<file path="config.mk">
export PLATFORM = sky130hd
export DESIGN_NAME = conv11_bias_ctrl
export DESIGN_NICKNAME = d
export VERILOG_FILES = /design/src/rtl/conv11_bias_ctrl.sv
export SDC_FILE = /design/constraint.sdc
export NUM_CORES = 1
export LEC_CHECK = 0
export ABC_AREA = 1
export ABC_CLOCK_PERIOD_IN_PS = 1200
export CAP_MARGIN = 0
export CORE_MARGIN = 2
export CORE_UTILIZATION = 36
export CTS_CLUSTER_DIAMETER = 100
export DETAILED_ROUTE_END_ITERATION = 10
export GPL_TIMING_DRIVEN = 0
export PLACE_DENSITY = 0.79
export SLEW_MARGIN = 20
export SYNTH_ARGS = -nofsm -noshare
export SYNTH_HDL_FRONTEND = slang
export SYNTH_SLANG_ARGS = --single-unit
</file>
<file path="constraint.sdc">
create_clock -name clk -period 1.2 [get_ports clk]
set_input_delay 0.36 -clock clk [delete_from_list [all_inputs] [get_ports clk]]
set_output_delay 0.36 -clock clk [all_outputs]
set_load 0.05 [all_outputs]
</file>
<file path="src/rtl/conv11_bias_ctrl.sv">
// Bias-path sequencer for the 1x1 conv: per output channel it fetches the bias word from ROM,
// loads it into the bias buffer, then serves the MAC engine's request through a buffer read.
//
// state      | meaning
// IDLE       | waiting for start
// FETCH      | ROM read strobe for ch_idx
// CAPTURE    | ROM data lands in load_data
// LOAD       | buffer load strobe
// WAIT_LOAD  | waiting for buffer load-complete
// WAIT_REQ   | waiting for engine request
// READ       | buffer read strobe
// WAIT_VALID | waiting for buffer output-valid
// ACK        | ack engine; advance or finish
// DONE       | layer complete pulse
module conv11_bias_ctrl #(
    parameter int BIAS_WIDTH = 32,
    parameter int OUT_CH     = 16,
    parameter int ADDR_WIDTH = 4
) (
    input  logic                  clk,
    input  logic                  rst,
    input  logic                  start,
    input  logic                  abort,
    output logic                  mem_rd_en,
    output logic [ADDR_WIDTH-1:0] mem_addr,
    input  logic [BIAS_WIDTH-1:0] mem_rd_data,
    output logic                  load_en,
    output logic [BIAS_WIDTH-1:0] load_data,
    input  logic                  bias_load,
    input  logic                  ch_req,
    output logic                  read_en,
    input  logic                  bias_valid,
    output logic                  ch_ack,
    output logic [ADDR_WIDTH-1:0] ch_idx,
    output logic                  busy,
    output logic                  done
);

    typedef enum logic [3:0] {
        S_IDLE,
        S_FETCH,
        S_CAPTURE,
        S_LOAD,
        S_WAIT_LOAD,
        S_WAIT_REQ,
        S_READ,
        S_WAIT_VALID,
        S_ACK,
        S_DONE
    } state_t;

    localparam logic [ADDR_WIDTH-1:0] LAST_CH = ADDR_WIDTH'(OUT_CH - 1);

    state_t                  state, state_nxt;
    logic [ADDR_WIDTH-1:0]   ch_idx_nxt;
    logic [BIAS_WIDTH-1:0]   load_data_nxt;

    always_ff @(posedge clk) begin
        if (rst) begin
            state     <= S_IDLE;
            ch_idx    <= '0;
            load_data <= '0;
        end else begin
            state     <= state_nxt;
            ch_idx    <= ch_idx_nxt;
            load_data <= load_data_nxt;
        end
    end

    always_comb begin
        state_nxt     = state;
        ch_idx_nxt    = ch_idx;
        load_data_nxt = load_data;
        mem_rd_en     = 1'b0;
        load_en       = 1'b0;
        read_en       = 1'b0;
        ch_ack        = 1'b0;
        done          = 1'b0;

        // Moore outputs, decoded from the state register only.
        case (state)
            S_FETCH: mem_rd_en = 1'b1;
            S_LOAD:  load_en   = 1'b1;
            S_READ:  read_en   = 1'b1;
            S_ACK:   ch_ack    = 1'b1;
            S_DONE:  done      = 1'b1;
            default: ;
        endcase

        // abort drops back to IDLE without capturing, so load_data keeps its last word.
        if (abort) begin
            state_nxt  = S_IDLE;
            ch_idx_nxt = '0;
        end else begin
            case (state)
                S_IDLE: begin
                    if (start) begin
                        ch_idx_nxt = '0;
                        state_nxt  = S_FETCH;
                    end
                end
                S_FETCH:   state_nxt = S_CAPTURE;
                S_CAPTURE: begin
                    load_data_nxt = mem_rd_data;
                    state_nxt     = S_LOAD;
                end
                S_LOAD:    state_nxt = S_WAIT_LOAD;
                S_WAIT_LOAD: begin
                    if (bias_load) state_nxt = S_WAIT_REQ;
                end
                S_WAIT_REQ: begin
                    if (ch_req) state_nxt = S_READ;
                end
                S_READ:    state_nxt = S_WAIT_VALID;
                S_WAIT_VALID: begin
                    if (bias_valid) state_nxt = S_ACK;
                end
                S_ACK: begin
                    if (ch_idx == LAST_CH) begin
                        state_nxt = S_DONE;
                    end else begin
                        ch_idx_nxt = ch_idx + ADDR_WIDTH'(1);
                        state_nxt  = S_FETCH;
                    end
                end
                S_DONE:    state_nxt = S_IDLE;
                default:   state_nxt = S_IDLE;
            endcase
        end
    end

    assign mem_addr = ch_idx;
    assign busy     = (state != S_IDLE);

endmodule

</file>
After elaboration in Yosys (flattened, before gate mapping):

Cells that the tools add are included.

* output and inout bits: 46
* flip-flop bits (word level): 40

* bitwise operators: 1
* multiplexer cells: 14
* $add $sub $neg: 1
* reduce and logical (&&, ||, !) cells: 7
* equal/unequal tests: 15

Operators with widths (count)
* $pmux W4 S9: 1
* $mux W4: 7
* $eq A4 B3 Y1 const B: 4
* $eq A4 B4 Y1 const B: 3
* $ne A2 B2 Y1 const B: 5
* $eq A4 B2 Y1 const B: 2
* $pmux W4 S2: 1
* $mux W1: 5
* $add A4 B1 Y4 const B: 1
* $eq A4 B1 Y1 const B: 1
* $logic_not A4 Y1: 1
* $reduce_and A4 Y1: 1
* $reduce_bool A4 Y1: 1
* $reduce_and A3 Y1: 1
* $reduce_and A2 Y1: 1
* $reduce_bool A2 Y1: 1
* $reduce_or A2 Y1: 1
* $not A1 Y1: 1

Logic depth before layout (Yosys ltp):

Gate-level depths: netlist (run 1).

* depth in word-level cells: 3
* depth in mapped cells: 8
* mapped depth without buffers: 8

Worst setup path before layout (run 1):

No wires, ideal clock.

* kind: register to output
* from: register state[0]
* to: output done
* path slack: -862 ps
* cell stages (with the launch flop): 5
* arrival time: 1702 ps
* path through: dfxtp_1 -> inv_1 -> nor2_1 -> inv_1 -> nor3_1

* cells in the longest elaborated chain, start to end: 2

RTL lines
* from (decl): line 54 `state_t state, state_nxt;`
* from (signal assigned): line 64 `state <= state_nxt;`
* $eq A4 B4 Y1: line 81 `case (state)`
* $mux W1: line 81
* to (decl): line 36 `output logic done`

Every way passes these cells.

Worst setup path after layout (run 1):

* from: register state[1]
* to: output ch_ack

* cells in the longest elaborated chain, start to end: 2

RTL lines
* $eq A4 B4 Y1: line 81
* $mux W1: line 81
* to (decl): line 33 `output logic ch_ack,`

Every way passes these cells.

==> impl_metrics.py, run 1 <==
metrics = {
    "timing": {
        "hold_violations": 0,
        "min_period_over_period": 1.30,
        "slew-limit-headroom": 0.794,
        "rsz0062_at_grt": "yes",
        "clock_skew_ns": 0.00787,
        "slew_viol_final": 0,
        "fin_crit_ns": 1.56,
        "finalSetupViolations": 51,
        "tns_ns": -8.45,
        "holdWs_ns": 0.503,
        "fmax_mhz": 643,
        "setup_slack_ns": -0.356,
        "worst_slew_pin_slew_ns": 0.309,
    },
    "floorplanning": {
        "ios": 85,
        "die-area_mm2": 0.00537,
        "die_w_um": 73.3,
        "die_h_um": 73.3,
        "core_area_mm2": 0.00469,
        "initial_core_util": 0.369,
        "row_count": 25,
    },
    "worst_setup_path": {
        "end_kind": "primary output",
        "critPathKind": "reg -> out",
        "critPathSlowestCell": "dfxtp_4",
        "crit_family": "flip-flops",
        "cp_common_cell": "nor2_4",
        "ff2ff_path_depth": 8,
        "required_ns": 0.84,
        "critical_path_arrival_ns": 1.20,
        "timing.critical_path.buf_inv": 1,
        "r2r_slack_ns": -0.23,
        "timing.rr.start": "state[3]",
        "crit_fanout": 6,
        "critPathLaunchType": "flip-flop",
        "cp_cell_sequence": "nor2_4 -> nand2_4 -> nor2_4 -> buf_6",
        "slowest_delay_ns": 0.38,
        "r2r_end": "load_data[21]",
    },
    "synth": {
        "ys.warnings.count": 0,
        "synth_fp_nets": 273,
        "synth_cell_types": 25,
        "yosys.area.top_type_share": 0.463,
        "yosys-top-cells-count": "nor2_1, dfxtp_1, o21ai_0",
        "ys.flop_type": "dfxtp_1",
        "postSynthAreaPerCell_um2": 7.42,
        "synth_enable_flop_cells": 0,
        "syn-cell-area_mm2": 0.00173,
        "ys_async_sr_fraction": 0,
        "synthTopCellsByArea": "dfxtp_1, nor2_1, o21ai_0",
        "ys_seq_area_frac": 0.463,
        "synthCells": 233,
        "ys_seq_elements": 40,
        "yosysMostFrequentCell": "nor2_1",
        "yosys.area.top_type": "dfxtp_1",
    },
    "grt": {
        "overflow": 0,
        "grt_max_degree": 13,
        "grt_pass1_vias": 2014,
        "antenna_found_initial": 0,
        "grt_pass1_wl_mm": 9.10,
        "grt_usage": 0.218,
    },
    "power_and_ir_drop": {
        "p_leak_nw": 1.58,
        "powerDensity_mw_per_mm2": 885,
        "ir_worst_vdd_uv": 738,
    },
    "worst_hold_path": {
        "min_path_cells": 2,
        "holdCritPathClass": "reg -> reg",
        "holdPathEnd": "load_data[10]",
        "worstHoldStart": "load_data[10]",
    },
    "detailed_routing": {
        "first_iter_violations": 75,
        "first_pass_iters": 4,
        "ant_nets": 0,
        "wl_mm": 6.23,
        "via_count": 2031,
        "drc": 0,
        "wl_per_cell_um": 15.1,
        "via_per_inst": 4.93,
    },
    "clock_tree": {
        "cts_root_buf": "clkbuf_8",
        "path_clk_slew_ns": 0.07,
        "clock_path_buffers": 2,
        "cts_tree": "built",
        "htree_levels": 2,
        "clock-sinks": 40,
        "worst_skew_pair.late_latency_ns": 0.29,
        "cts_buffers": 5,
        "ctsHoldBuffers": 0,
    },
    "placement": {
        "routabilityCongestion": 0.772,
        "port_buffers": 84,
        "dpl-instance-area_mm2": 0.00277,
        "dp.final_hpwl_mm": 3.46,
    },
    "status": {
        "failed_checks": "setup timing",
        "status": "finished with violations",
    },
    "layout": {
        "syn2layout_area_growth_pct": 107,
        "nNetsFinal": 397,
        "n_antenna_cell": 0,
        "fill_cells": 313,
        "stdcell_area_mm2": 0.00359,
        "drive_above_1_share": 0.601,
    },
    "job": {
        "max_cap_violations": 0,
    },
}
-- flip-flops by register name, summed over array words and instances, names as in the netlist --
register,cells
load_data,32
ch_idx,4
state,4
-- what timing repair did --
| item | CTS | global route |
|---|---|---|
| cloned | 6 | 0 |
| setup buffers | 24 | 7 |
| setup endpoints to repair | 83 | 81 |
| pin swaps | 29 | 36 |
| gates resized for setup | 398 | 78 |
-- cell usage in the layout (no fill, tap or decap), drive strengths merged --
| master | count |
|---|---|
| ha | 1 |
| nor2 | 79 |
| dfxtp | 40 |
| nor3 | 4 |
| clkinvlp | 1 |
| nand3b | 1 |
| inv | 20 |
| nand3 | 10 |
| a21oi | 4 |
| o21bai | 1 |
| or2 | 1 |
| dlygate4sd2 | 1 |
| nand2 | 21 |
| clkdlybuf4s50 | 37 |
| a31oi | 1 |
| nor3b | 1 |
| clkbuf | 10 |
| buf | 88 |
| o21ai | 37 |
-- per-layer routing --
layer / track usage / vias to the layer above / share of wire
li1: - / 991 / -
met2: 0.397 / 76 / 0.56
met1: 0.242 / 948 / 0.37
met3: 0.0549 / 16 / 0.052
met5: 0 / - / 0
met4: 0.0869 / 0 / 0.024
-- worst max path at each step --
stage	from	end	slack, ns	depth (start not counted)
finish	state[1]	ch_ack	-0.36	4
global route	state[1]	ch_ack	-0.40	4
CTS	state[0]	done	-0.32	5
detailed placement	state[1]	ch_ack	-0.76	4
global placement	state[1]	ch_ack	-0.76	4
floorplan	state[0]	done	-0.21	4
-- cells by family (layout without fill, tap and decap cells) --
| kind of cell | after synthesis | in the layout | synth area share |
|---|---|---|---|
| AO/OA/AOI/OAI | 43 | 43 | 0.127 |
| adder cells (fa/ha/maj) | 1 | 1 | 0.00723 |
| buffers and inverters | 33 | 157 | 0.108 |
| flip-flops | 40 | 40 | 0.463 |
| AND/OR/NAND/NOR | 116 | 117 | 0.295 |
-- through the flow --
step           utilization  total power, mW  std cells  setup slack (ns)
2_1_floorplan            -             1.78        233            -0.210
3_3_place_gp         0.589             2.03        371            -0.757
3_5_place_dp         0.589             2.04        371            -0.763
4_1_cts              0.718             3.11        409            -0.324
5_1_grt              0.764             3.29        412            -0.398
6_report             0.764             3.17        412            -0.356
-- layout make-up --
class / count / area [µm²] / share of cell area
Inverter: 20 / 88.8 / 0.0248
Timing Repair Buffer: 116 / 1270 / 0.356
Buffer: 13 / 135 / 0.0377
Multi-Input combinational cell: 161 / 1060 / 0.294
Clock inverter: 1 / 6.26 / 0.00174
Sequential cell: 40 / 871 / 0.243
Clock buffer: 7 / 86.3 / 0.0241
Tap cell: 54 / 67.6 / 0.0188
-- worst min-delay path, stage by stage, from the launching register on --
cell and delay [ns]:
dfxtp_2 0.35, o21ai_2 0.06, nor2_1 0.06
-- where the power goes --
group | internal, mW | switching, mW | total (mW)
sequential | 1.37 | 0.0509 | 1.42
combinational | 0.391 | 0.436 | 0.827
clock | 0.469 | 0.461 | 0.930
total | 2.23 | 0.948 | 3.17
Power figures use the tool's default switching activity.
==> run 2, diff against run 1 <==
--- a/config.mk
+++ b/config.mk
@@ -7,7 +7,7 @@
 export LEC_CHECK = 0
 export ABC_AREA = 1
 export ABC_CLOCK_PERIOD_IN_PS = 1200
-export CAP_MARGIN = 0
+export CAP_MARGIN = 20
 export CORE_MARGIN = 2
 export CORE_UTILIZATION = 36
 export CTS_CLUSTER_DIAMETER = 100
==> results of run 2 <==
The final DEF is identical to that of run 1; final timing and power are the same.
==> run 3, diff against run 2 <==
--- a/config.mk
+++ b/config.mk
@@ -7,13 +7,12 @@
 export LEC_CHECK = 0
 export ABC_AREA = 1
 export ABC_CLOCK_PERIOD_IN_PS = 1200
-export CAP_MARGIN = 20
 export CORE_MARGIN = 2
 export CORE_UTILIZATION = 36
 export CTS_CLUSTER_DIAMETER = 100
 export DETAILED_ROUTE_END_ITERATION = 10
 export GPL_TIMING_DRIVEN = 0
-export PLACE_DENSITY = 0.79
+export PLACE_DENSITY = 0.85
 export SLEW_MARGIN = 20
 export SYNTH_ARGS = -nofsm -noshare
 export SYNTH_HDL_FRONTEND = slang
==> impl_metrics.py, run 3 (synthesized netlist as in run 1, its figures left out) <==
metrics = {
    "detailed_routing": {
        "first_iter_violations": 57,
        "via_count": 2034,
        "first_pass_iters": 4,
        "wl_mm": 6.35,
        "ant_nets": 0,
        "via_per_inst": 5.01,
        "drc": 0,
        "wl_per_cell_um": 15.7,
    },
    "timing": {
        "rsz0062_at_grt": "yes",
        "worst_slew_pin_slew_ns": 0.342,
        "clock_skew_ns": 0.00387,
        "fin_crit_ns": 1.58,
        "finalSetupViolations": 51,
        "fmax_mhz": 631,
        "hold_violations": 0,
        "setup_slack_ns": -0.385,
        "holdWs_ns": 0.504,
        "slew_viol_final": 0,
        "min_period_over_period": 1.32,
        "slew-limit-headroom": 0.772,
    },
    "floorplanning": {
        "row_count": 25,
        "initial_core_util": 0.369,
        "die_w_um": 73.3,
        "core_area_mm2": 0.00469,
        "die-area_mm2": 0.00537,
        "die_h_um": 73.3,
        "ios": 85,
    },
    "placement": {
        "dp.final_hpwl_mm": 3.46,
        "port_buffers": 84,
        "routabilityCongestion": 0.851,
        "dpl-instance-area_mm2": 0.00277,
    },
    "layout": {
        "layout_common_cells": "buf_6, nor2_1, clkdlybuf4s50_1, dfxtp_2, o21ai_2",
        "top_regs": "load_data (32), ch_idx (4), state (4)",
        "drive_above_1_share": 0.585,
        "largest_reg_flops": 32,
        "syn2layout_area_growth_pct": 107,
        "n_antenna_cell": 0,
        "utilization": 0.763,
        "stdcell_area_mm2": 0.00358,
        "nNetsFinal": 391,
        "final_common_cell": "buf_6",
        "regMostFlops": "load_data",
    },
    "worst_hold_path": {
        "min_path_cells": 2,
        "holdPathEnd": "load_data[30]",
        "holdCritPathClass": "reg -> reg",
        "worstHoldStart": "load_data[30]",
    },
    "grt": {
        "grt_pass1_wl_mm": 9.29,
        "antenna_found_initial": 0,
        "overflow": 0,
        "grt_max_degree": 13,
        "grt_pass1_vias": 2031,
        "grt_usage": 0.221,
    },
    "worst_setup_path": {
        "critical_path_arrival_ns": 1.22,
        "critPathLaunchType": "flip-flop",
        "cp_num_cells": 4,
        "crit_fanout": 6,
        "critPathSlowestCell": "dfxtp_4",
        "cp_cell_sequence": "nor2_4 -> nand2_4 -> nor2_4 -> buf_6",
        "required_ns": 0.84,
        "timing.rr.start": "state[3]",
        "slowest_delay_ns": 0.38,
        "r2r_end": "load_data[10]",
        "end_kind": "primary output",
        "ff2ff_path_depth": 9,
        "critPathKind": "reg -> out",
        "timing.critical_path.buf_inv": 1,
        "cp_common_cell": "nor2_4",
        "r2r_slack_ns": -0.33,
        "crit_family": "simple AND/OR/NAND/NOR gates",
    },
    "status": {
        "failed_checks": "setup timing",
        "status": "finished with violations",
    },
    "clock_tree": {
        "cts_buffers": 5,
        "ctsHoldBuffers": 0,
        "clock-sinks": 40,
        "cts_tree": "built",
        "htree_levels": 2,
        "path_clk_slew_ns": 0.08,
        "clock_path_buffers": 2,
        "cts_root_buf": "clkbuf_8",
        "worst_skew_pair.late_latency_ns": 0.29,
    },
    "power_and_ir_drop": {
        "powerDensity_mw_per_mm2": 865,
        "p_leak_nw": 1.56,
        "power_mw": 3.10,
        "ir_worst_vdd_uv": 765,
    },
    "job": {
        "max_cap_violations": 0,
    },
}
==> run 3: cell types whose count changed in the layout (fill, tap and decap cells not counted), sizes merged <==
cell    delta
buf        -6
clkinv     +3
clkbuf     -2
inv        -1
==> run 3: per-stage QoR <==
step                      setup TNS [ns]  setup slack [ns]  cells
after floorplan                   -0.989            -0.210    233
after global placement            -30.46            -0.753    371
after detailed placement          -30.81            -0.768    371
after CTS                         -10.58            -0.345    403
after global routing              -14.69            -0.411    406
final                             -11.82            -0.385    406
==> run 3: final cells by class <==
class,count,area (µm²)
repair buffers,111,1260
fillers,324,1110
multi-input cells,161,1080
flip-flops and latches,40,865
plain buffers,12,131
inverters,20,91.3
clock buffers,5,68.8
well taps,54,67.6
clock inverters,3,13.8
==> run 3: what timing repair did <==
item | 4_1_cts | 5_1_grt
pin swaps | 35 | 34
setup buffers | 21 | 5
gates resized for setup | 395 | 80
setup endpoints to repair | 84 | 81
cloned | 5 | 1
==> run 3: worst min-delay path: cells and delay by family (launching register included) <==
| kind | cells | cell delay (ns) |
|---|---|---|
| AO/OA/AOI/OAI | 1 | 0.06 |
| flip-flops | 1 | 0.35 |
| AND/OR/NAND/NOR | 1 | 0.06 |
==> run 3: worst max-delay path by stage <==
stage / slack (ns) / to / startpoint
5_1_grt: -0.41 / done / state[0]
3_3_place_gp: -0.75 / ch_ack / state[1]
2_1_floorplan: -0.21 / done / state[0]
4_1_cts: -0.34 / done / state[0]
3_5_place_dp: -0.77 / ch_ack / state[1]
6_report: -0.38 / ch_ack / state[1]
==> run 3: power breakdown <==
| group | switching (mW) | total (mW) | internal (mW) |
|---|---|---|---|
| Combinational | 0.442 | 0.828 | 0.386 |
| Sequential | 0.0485 | 1.41 | 1.37 |
| Clock | 0.462 | 0.856 | 0.395 |
==> run 3: routing by layer <==
layer | share of wire | vias up | wire length (µm) | GRT usage
li1 | - | 975 | - | -
met4 | 0.041 | 0 | 259 | 0.0707
met1 | 0.37 | 942 | 2330 | 0.242
met2 | 0.53 | 91 | 3390 | 0.411
met3 | 0.058 | 26 | 366 | 0.0604
met5 | 0 | - | 0 | 0
==> variant 1 (config.mk and constraints of run 2) <==
Set the parameter `ADDR_WIDTH` to 3 (it was 4).
--- a/src/rtl/conv11_bias_ctrl.sv
+++ b/src/rtl/conv11_bias_ctrl.sv
@@ -17,3 +17,3 @@
     parameter int OUT_CH     = 16,
-    parameter int ADDR_WIDTH = 4
+    parameter int ADDR_WIDTH = 3
 ) (
Ports: changed (resized ch_idx and mem_addr); port bits go from 85 to 83. No check against the original RTL was run, so the function may have changed too.
==> variant 1 against run 2 <==
- the run still ends with setup timing left
- synthesized area is 1.9% lower
- worst setup slack lost 58 ps
- routed wire length grew 0.18%
- sequential cell count shrank 1
- first-iteration DRC count grew 2.7%
- design area rose by 1.8%
- final cell count down 4.1%
- power increased by 0.20%
- highest routed layer unchanged
==> variant 1: results (changes against run 2) <==
outcome:
  status: "complete, but fails checks"
  violations: "setup timing"
synth:
  synth_area_leaders: "dfxtp_1 (46%), nor2_1 (14%), o21ai_0 (8.0%)"
  synth_cell_types: 23  # -8.0%
  synth_fp_nets: 266  # -2.6%
  yosysSeqAreaShare_pct: 46.02  # -0.29 points
  synthAdderAreaFrac_pct: 1.475  # +0.75 points
  synth_compound_area_share_pct: 11.65  # -1.0 points
  yosys-top-cells-count: "nor2_1 (63), dfxtp_1 (39), o21ai_0 (27)"
power_and_ir_drop:
  irDropWorstVdd_uv: 618.3  # -16%
  leakagePower_nw: 1.512  # -4.5%
cells_and_area:
  stdcell_count: 395  # -4.1%
  drive_gt1_share_pct: 63.56  # +3.5 points
  reg_top3: "load_data (32), state (4), ch_idx (3)"
worst_setup_path:
  endpoint: "mem_rd_en"
  reg2reg_to: "load_data[4]"
  crit_fanout: 4  # -2
  worstSetupStartpoint: "state[0]"
  rrSetupSlack_ps: -400  # -170 ps
  worstPathArrival_ps: 1250  # +50 ps
grt:
  track_usage_pct: 20.56  # -1.3 points
  grt_pass1_wl_um: 8480  # -6.8%
  grt_pass1_vias: 1783  # -11%
route:
  totalWireLength_um: 6240  # +0.18%
  drtIter0Drc: 77  # +2.7%
place:
  dp.final_hpwl_um: 3111  # -10%
  port_buffers: 82  # -2.4%
  placedCellCount: 359  # -3.2%
timing:
  timing.final.ws_setup_ps: -414.0  # -57.75 ps
  setup_violations: 49  # -3.9%
  fin_worst_skew_ps: 4.982  # -2.885 ps
hold_path:
  min_from: "load_data[1]"
-- variant 1: layer usage --
metal	global-route usage [%]	vias up	wire, um
li1	-	953	-
met1	25.11	907	2317
met2	35.86	97	3320
met3	5.387	20	377
met4	5.350	0	225
met5	0	-	0
-- variant 1: cell type report --
| cell class | instances | area, um^2 |
|---|---|---|
| Clock buffer | 6 | 72.57 |
| Tap cell | 52 | 65.06 |
| Timing Repair Buffer | 111 | 1235 |
| Fill cell | 267 | 793.3 |
| Clock inverter | 2 | 11.26 |
| Sequential cell | 39 | 837.1 |
| Buffer | 12 | 145.1 |
| Multi-Input combinational cell | 155 | 1189 |
| Inverter | 18 | 96.34 |
-- variant 1: repair_timing --
action	4_1_cts	5_1_grt
pin swaps	34	18
gates resized for setup	398	98
buffers inserted	17	6
cloned	5	1
endpoints found under the setup margin	83	74
-- variant 1: critical path, cell delays in order, from the launching register on --
cell and delay [ps]:
dfxtp_4 390, inv_4 40, nor2_4 100, inv_2 80, nor3_4 170, buf_6 190
-- variant 1: how the worst min path moves through the flow --
stage / to / slack, ps / depth (start not counted)
after floorplan: load_data[12] / 490 / 2
after global placement: load_data[24] / 480 / 2
after detailed placement: load_data[25] / 480 / 2
after global routing: ch_idx[1] / 530 / 2
after CTS: load_data[25] / 510 / 2
final: load_data[1] / 510 / 2
-- variant 1: cell families (layout without fill, tap and decap cells) --
family	count (synthesis)	count (layout)
AO/OA/AOI/OAI	39	39
flip-flops	39	39
adder cells (fa/ha/maj)	2	2
buffers and inverters	31	149
AND/OR/NAND/NOR	114	114
-- variant 1: where the power goes --
part | switching [mW] | total, mW | internal (mW)
combinational | 0.508 | 0.931 | 0.423
sequential | 0.0478 | 1.39 | 1.34
clock | 0.456 | 0.864 | 0.408
total | 1.01 | 3.18 | 2.17
-- variant 1: per-stage QoR --
step | area [um^2] | hold WS [ps] | setup TNS [ps]
floorplan | 1819 | 488.2 | -1516
global placement | 2705 | 480.1 | -28840
detailed placement | 2705 | 484.9 | -28810
CTS | 3276 | 507.4 | -13040
global route | 3651 | 534.9 | -16020
finish | 3651 | 506.4 | -13690
==> variant 2 (config.mk and constraints of run 2) <==
Made on the original files. `load_data` no longer has a reset.
--- a/src/rtl/conv11_bias_ctrl.sv
+++ b/src/rtl/conv11_bias_ctrl.sv
@@ -61,3 +61,2 @@
             ch_idx    <= '0;
-            load_data <= '0;
         end else begin
@@ -65,4 +64,7 @@
             ch_idx    <= ch_idx_nxt;
-            load_data <= load_data_nxt;
         end
+    end
+
+    always_ff @(posedge clk) begin
+        load_data <= load_data_nxt;
     end
Function: differs if rst is asserted again (counterexample within 4 cycles, from zero or initial values and one cycle with rst high); with rst held inactive, the same outputs for 10 cycles.
==> variant 2 against run 2 <==
- the run still ends with setup timing left
- sequential cell count did not move
- design area fell by 13%
- count of clock-buffer cells in the layout fell by 1
- power rose by 2.3%
- worst setup slack got worse by 51 ps
- routed wire length fell by 26%
- die area fell by 9.5%
- synthesized area fell by 10%
- synthesized cell count fell by 46%
- largest cell class unchanged
==> variant 2: results (changes against run 2) <==
hold_path:
  min_from: "ch_idx[0]"
  hold_end: "ch_idx[0]"
route:
  drtIter0Drc: 97  # +29%
  wl_per_cell_um: 15.70  # +3.8%
cells_and_area:
  nets: 283  # -29%
  multi_input_area_share_pct: 17.03  # -12 points
  buffer_area_share_pct: 38.69  # -0.63 points
  clock_cell_area_share_pct: 3.437  # +0.86 points
  comb.multi_input.count: 69  # -57%
  sh_seq_area_pct: 36.77  # +12 points
  clkbuf_count: 6  # -1
  num-fill-cells: 253  # -19%
synth:
  synthAdderAreaFrac_pct: 0.8039  # +0.080 points
  synth_edf_count: 32  # +32
  synth_compound_area_share_pct: 2.251  # -10 points
  syn_avg_cell_area_um2: 12.35  # +66%
  synth_fp_nets: 166  # -39%
  yosys.area.top_type: "edfxtp_1"
  yosys-top-cells-count: "edfxtp_1 (32), nand2_1 (21), nor2_1 (15)"
  yosysSeqAreaShare_pct: 72.03  # +26 points
  synth_area_leaders: "edfxtp_1 (62%), dfxtp_1 (10%), nand2_1 (5.1%)"
grt:
  grt_max_degree: 17  # +4
  grt_pass1_wl_um: 6748  # -26%
clock_network:
  post_cts_buffers: 21  # -13%
  cts.repair.resized: 355  # -11%
outcome:
  violations: "setup timing"
  status: "complete, but fails checks"
worst_setup_path:
  rrSetupSlack_ps: -360  # -130 ps
  endpoint: "done"
  cp_slowest_stage_delay_ps: 400  # +20 ps
  reg2reg_to: "state[2]"
die:
  rows: 23  # -8.0%
place:
  dp.final_hpwl_um: 2797  # -19%
timing:
  setup_violations: 58  # +14%
  fin_worst_skew_ps: 9.553  # +1.685 ps
  timing.final.ws_setup_ps: -407.5  # -51.24 ps
  setup_tns_ps: -8650  # -202.5 ps
power_and_ir_drop:
  leakagePower_nw: 1.240  # -22%
  pg_seq_mw: 1.55  # +9%
==> variant 2: changes by cell type after synthesis, moves of 2 or more <==
cell and delta:
nor2_1 -55, dfxtp_1 -32, edfxtp_1 +32, o21ai_0 -20
o21ai_1 -16, buf_6 -6, nor2_2 -5, inv_1 -4
clkbuf_1 -3, a21oi_1 +2, nand4_1 +2
==> variant 2: worst register-to-register path, cell delays in order, from the launching register on <==
cell and delay (ps):
dfxtp_4 380, inv_4 70, nor2_4 40, buf_4 120, buf_6 100, buf_6 100, buf_6 100, buf_6 100
nand2_2 50, nand2_2 60, nand2_4 80, nand2_4 70, nor2_2 120, nor2_1 60
==> variant 2: routing by layer <==
layer / GRT usage (%) / wire length [um] / vias up
met3: 6.977 / 481 / 6
met2: 30.77 / 2329 / 87
met5: 0 / 0 / -
met4: 3.632 / 42 / 0
li1: - / - / 658
met1: 20.47 / 1761 / 655
